### config.mk
export PLATFORM = sky130hd
export DESIGN_NAME = matmul_n
export DESIGN_NICKNAME = d
export VERILOG_FILES = /design/src/rtl/matmul_pkg.sv /design/src/rtl/matmul_mac_unit.sv /design/src/rtl/matmul_n.sv
export SDC_FILE = /design/constraint.sdc
export NUM_CORES = 1
export LEC_CHECK = 0
export BUFFER_PORTS_ARGS = -buffer_cell sky130_fd_sc_hd__buf_2
export CAP_MARGIN = 30
export CORE_ASPECT_RATIO = 0.7
export CORE_UTILIZATION = 27
export CTS_CLUSTER_DIAMETER = 200
export DETAILED_ROUTE_END_ITERATION = 6
export PLACE_DENSITY = 0.44
export SLEW_MARGIN = 10
export SYNTH_ARGS = -nofsm -noshare
export SYNTH_HDL_FRONTEND = slang
export SYNTH_SLANG_ARGS = --single-unit
### constraint.sdc
create_clock -name clk -period 14.73 [get_ports clk]
set_input_delay 1.473 -clock clk [delete_from_list [all_inputs] [get_ports clk]]
set_output_delay 1.473 -clock clk [all_outputs]
set_load 0.03 [all_outputs]
### src/rtl/matmul_pkg.sv
// matmul_pkg -- shared types for the matmul_n block.
//   state_t : controller states (IDLE, MAC, WRITE, DONE)
//   acc_w() : accumulator width wide enough to hold a full N-term dot product
package matmul_pkg;

  typedef enum logic [1:0] {
    S_IDLE  = 2'd0,
    S_MAC   = 2'd1,
    S_WRITE = 2'd2,
    S_DONE  = 2'd3
  } state_t;

  // N products of two DW-bit values need 2*DW + clog2(N) bits.
  function automatic int acc_w(input int n, input int dw);
    return 2 * dw + $clog2(n);
  endfunction

endpackage

### src/rtl/matmul_mac_unit.sv
// matmul_mac_unit -- multiply-accumulate datapath for one dot product.
//   clk, rst : clock, async active-high reset
//   i_clr    : synchronous accumulator clear (wins over i_en)
//   i_en     : add i_a*i_b into the accumulator
//   i_sat    : 1 = saturate result to DW bits, 0 = keep low DW bits
//   i_a, i_b : DW-bit unsigned operands
//   o_res    : converted accumulator value (combinational from the register)
module matmul_mac_unit #(
  parameter int DW    = 8,
  parameter int ACC_W = 17
) (
  input  logic          clk,
  input  logic          rst,
  input  logic          i_clr,
  input  logic          i_en,
  input  logic          i_sat,
  input  logic [DW-1:0] i_a,
  input  logic [DW-1:0] i_b,
  output logic [DW-1:0] o_res
);

  logic [2*DW-1:0]  w_prod;
  logic [ACC_W-1:0] r_acc;
  logic             w_over;

  assign w_prod = {{DW{1'b0}}, i_a} * {{DW{1'b0}}, i_b};

  always_ff @(posedge clk or posedge rst) begin
    if (rst)        r_acc <= '0;
    else if (i_clr) r_acc <= '0;
    else if (i_en)  r_acc <= r_acc + ACC_W'(w_prod);
  end

  // Any bit above DW set means the sum exceeds 2^DW-1.
  assign w_over = |r_acc[ACC_W-1:DW];
  assign o_res  = (i_sat && w_over) ? {DW{1'b1}} : r_acc[DW-1:0];

endmodule

### src/rtl/matmul_n.sv
// matmul_n -- sequential N x N unsigned matrix multiply, C = A x B.
//   clk, rst      : clock, async active-high reset
//   start         : begin an operation (honoured in IDLE only)
//   sat_en        : result mode captured with start (1 = saturate, 0 = wrap)
//   mat_A, mat_B  : operands captured with start
//   mat_C         : result registers, one element written per WRITE cycle
//   busy          : high from the accepting edge until DONE is entered
//   done          : one-cycle pulse once mat_C is complete
// Each element takes N MAC cycles plus one WRITE cycle, in row-major order.
module matmul_n
  import matmul_pkg::*;
#(
  parameter int N  = 2,
  parameter int DW = 8
) (
  input  logic                           clk,
  input  logic                           rst,
  input  logic                           start,
  input  logic                           sat_en,
  input  logic [N-1:0][N-1:0][DW-1:0]    mat_A,
  input  logic [N-1:0][N-1:0][DW-1:0]    mat_B,
  output logic [N-1:0][N-1:0][DW-1:0]    mat_C,
  output logic                           busy,
  output logic                           done
);

  localparam int             ACC_W = acc_w(N, DW);
  localparam int             IW    = $clog2(N);
  localparam logic [IW-1:0]  LAST  = IW'(N - 1);

  state_t                        r_state;
  logic [N-1:0][N-1:0][DW-1:0]   r_A, r_B;
  logic                          r_sat;
  logic [IW-1:0]                 r_i, r_j, r_k;

  logic          w_accept;
  logic          w_clr;
  logic          w_en;
  logic [DW-1:0] w_res;

  assign w_accept = (r_state == S_IDLE) && start;
  // Clear on accept so the first element starts from zero, and on every
  // WRITE so the next element does too.
  assign w_clr    = w_accept || (r_state == S_WRITE);
  assign w_en     = (r_state == S_MAC);

  matmul_mac_unit #(.DW(DW), .ACC_W(ACC_W)) u_mac (
    .clk   (clk),
    .rst   (rst),
    .i_clr (w_clr),
    .i_en  (w_en),
    .i_sat (r_sat),
    .i_a   (r_A[r_i][r_k]),
    .i_b   (r_B[r_k][r_j]),
    .o_res (w_res)
  );

  always_ff @(posedge clk or posedge rst) begin
    if (rst) begin
      r_state <= S_IDLE;
      r_A     <= '0;
      r_B     <= '0;
      r_sat   <= 1'b0;
      r_i     <= '0;
      r_j     <= '0;
      r_k     <= '0;
      mat_C   <= '0;
      busy    <= 1'b0;
      done    <= 1'b0;
    end else begin
      done <= 1'b0;
      case (r_state)
        S_IDLE: begin
          if (start) begin
            r_A     <= mat_A;
            r_B     <= mat_B;
            r_sat   <= sat_en;
            r_i     <= '0;
            r_j     <= '0;
            r_k     <= '0;
            busy    <= 1'b1;
            r_state <= S_MAC;
          end
        end
        S_MAC: begin
          if (r_k == LAST) begin
            r_k     <= '0;
            r_state <= S_WRITE;
          end else begin
            r_k <= r_k + 1'b1;
          end
        end
        S_WRITE: begin
          mat_C[r_i][r_j] <= w_res;
          if (r_j == LAST) begin
            r_j <= '0;
            if (r_i == LAST) begin
              r_i     <= '0;
              busy    <= 1'b0;
              done    <= 1'b1;
              r_state <= S_DONE;
            end else begin
              r_i     <= r_i + 1'b1;
              r_state <= S_MAC;
            end
          end else begin
            r_j     <= r_j + 1'b1;
            r_state <= S_MAC;
          end
        end
        S_DONE:  r_state <= S_IDLE;
        default: r_state <= S_IDLE;
      endcase
    end
  end

endmodule

==> flow_metrics.py <==
metrics = {
    "clock_network": {
        "cts.repair.resized": 0,
        "clock_sinks": 121,
        "cts_buffers": 17,
        "cts_buffer_depth": 2,
        "worstSkewPairLatency_ps": 430,
        "clkSlewWorstSetupHoldPaths_ps": 60,
        "holdBufCountCts": 0,
        "htreeDepth": 4,
        "tritoncts": "yes",
        "clockRootBuffer": "clkbuf_16",
        "postCtsSetupBuffers": 0,
    },
    "layout": {
        "final_common_cell": "dfrtp_1",
        "nFillCells": 2781,
        "nNetsFinal": 928,
        "drive_gt1_share_pct": 28.7,
        "final_cell_mix": "dfrtp_1 (121), buf_2 (101), inv_1 (99)",
        "syn2layout_area_growth_pct": 21.0,
    },
    "floorplanning": {
        "fp.dieW_um": 200,
        "io_pins": 102,
        "num_rows": 50,
        "design.die.area_um2": 28200,
        "core_um2": 26900,
        "fp.dieH_um": 141,
        "start_util_pct": 27.6,
    },
    "setup_path": {
        "startpoint_type": "flop",
        "cpMostUsedCell": "fa_1",
        "worst_path_max_delay_cell": "mux4_2",
        "path_cells": "buf_4 > mux4_2 > nand2_1 > fa_1 > fa_1 > inv_1 > fa_1 > inv_1 > fa_1 > inv_1 > ha_1 > nand4b_1 > a2111o_1 > and3_4 > or3_1 > o211ai_1",
        "critPathMaxFanout": 12,
        "cp.arrival_ps": 6050,
        "critPathKind": "flop to flop",
        "r2r_cells": 16,
        "worst_setup_path_end_kind": "flop",
        "cp_slowest_stage_delay_ps": 650,
        "worstPathRequired_ps": 15060,
    },
    "sta": {
        "slew_headroom_pct": 38.7,
        "worst_pin_slew_ps": 917,
        "hold_viol": 0,
        "fin_worst_skew_ps": 21.9,
        "fmax_mhz": 175,
        "tns_ps": 0,
        "finalSetupViolCount": 0,
        "finalMaxSlewViolations": 0,
        "min_period_ps": 5720,
        "fin_crit_sh_pct": 38.8,
        "rsz0062_at_grt": "false",
    },
    "detailed_routing": {
        "via_count": 5037,
        "drt-total-wl_um": 18400,
        "remaining_drc_errors": 0,
        "dr.pass1.iters": 5,
        "wl_per_cell_um": 16.0,
        "drtIter0Drc": 177,
        "ant_nets": 0,
        "viasPerCell": 4.38,
    },
    "global_routing": {
        "grt_antenna_before_repair": 2,
        "first_global_vias": 5508,
        "grt.overflow.total": 0,
        "grt_max_degree": 71,
        "grt_pass1_wl_um": 30800,
        "grt_usage_pct": 14.3,
    },
    "synth": {
        "synth.distinct_cells": 42,
        "synth_area_um2": 7420,
        "synth_seq_area_share_pct": 40.8,
        "syn_area_per_cell_um2": 11.1,
        "synth_top_area_cell": "dfrtp_1",
        "synth_nets": 825,
        "synth_top_area_share_pct": 40.8,
        "synth_area_leaders": "dfrtp_1 (41%), fa_1 (13%), mux2_2 (9.9%)",
        "synthCells": 669,
        "yosysWarnings": 0,
        "ys_ff_latch": 121,
    },
    "place": {
        "hpwl_um": 13900,
        "globalplace.congestion": 0.737,
        "port_buffers": 101,
    },
    "hold_path": {
        "min_path_type": "flop to flop",
        "worstHoldPathCells": 2,
    },
    "status": {
        "outcome": "finished, final reports clean",
    },
    "run": {
        "max_cap_violations": 0,
    },
}
==> flip-flops by register name, indices dropped and copies added, names as in the netlist <==
register	flops
r_sat	1
mat_C	32
r_k	1
r_A	32
r_j	1
done	1
r_state	2
r_B	32
r_i	1
u_mac.r_acc	17
busy	1
==> synthesized netlist by cell type, drive strengths merged <==
cell type,number
a21o,5
a21boi,1
o21a,1
nor3b,3
nor3,3
and3,2
mux2,65
o21ai,27
o31ai,3
a22o,6
nor4,1
and2b,1
xor2,6
a31oi,3
o21bai,1
nand2,62
a2111o,1
fa,50
nand2b,2
clkbuf,13
o211ai,1
nor2,40
mux4,16
or3,2
a31o,1
buf,10
inv,100
dfrtp,121
o41ai,1
ha,38
a211oi,1
nand4b,3
and2,35
nand4,1
nand3,1
a21oi,37
nor2b,1
xnor2,4
==> cells by family after synthesis <==
kind of cell,after synthesis,synth area share [%]
simple gates,157,10.1
xor+xnor,10,1.18
compound gates,89,6.98
flops,121,40.8
buf+inv,123,6.37
fa+ha+maj,88,19.9
mux,81,14.7
==> layout make-up <==
cell class	instances	area, um^2	area share (%)
Inverter	100	378	4.20
Multi-Input combinational cell	425	3940	43.8
Clock inverter	12	159	1.77
Tap cell	364	455	5.07
Clock buffer	20	467	5.19
Antenna cell	1	2.50	0.0278
Sequential cell	121	3030	33.7
Timing Repair Buffer	107	563	6.26
==> critical path: cells and delay by family, from the launching register on <==
| kind | cells | cell delay (ps) |
|---|---|---|
| adder cells (fa/ha/maj) | 5 | 2410 |
| AND/OR/NAND/NOR | 4 | 900 |
| flip-flops | 1 | 580 |
| multiplexers | 1 | 650 |
| buffers and inverters | 4 | 510 |
| AO/OA/AOI/OAI | 2 | 570 |
==> final timing paths <==
path | from | to | slack, ps
min reg2reg | mat_C[25] | mat_C[25] | 480
max reg2reg | r_k | u_mac.r_acc[16] | 9010
max in group asynchronous | rst | mat_C[21] | 12430
min in group asynchronous | rst | r_A[9] | 1140
min | mat_C[25] | mat_C[25] | 480
max | r_k | u_mac.r_acc[16] | 9010
==> per-stage QoR <==
step           util (%)  std cells  worst slack (ps)  area, um^2  hold WS [ps]
4_1_cts            33.3       1146              8970        8950           480
5_1_grt            33.4       1149              8660        8980           503
3_3_place_gp       30.9       1114              9090        8320           459
3_5_place_dp       30.9       1114              8990        8320           465
2_1_floorplan         -        669              9520        7420           472
6_report           33.4       1150              9010        8990           475
==> per-layer routing <==
layer  global-route usage [%]  vias to the layer above  share of wire, %
met2                     20.0                       75                41
li1                         -                     2411                 -
met1                     21.6                     2542                55
met4                     3.56                        2              0.57
met3                     3.65                        7               3.2
met5                        0                        -             0.071
Power is not shown: default switching activity piles up to over one toggle a cycle in this logic, so the estimate is an artifact.
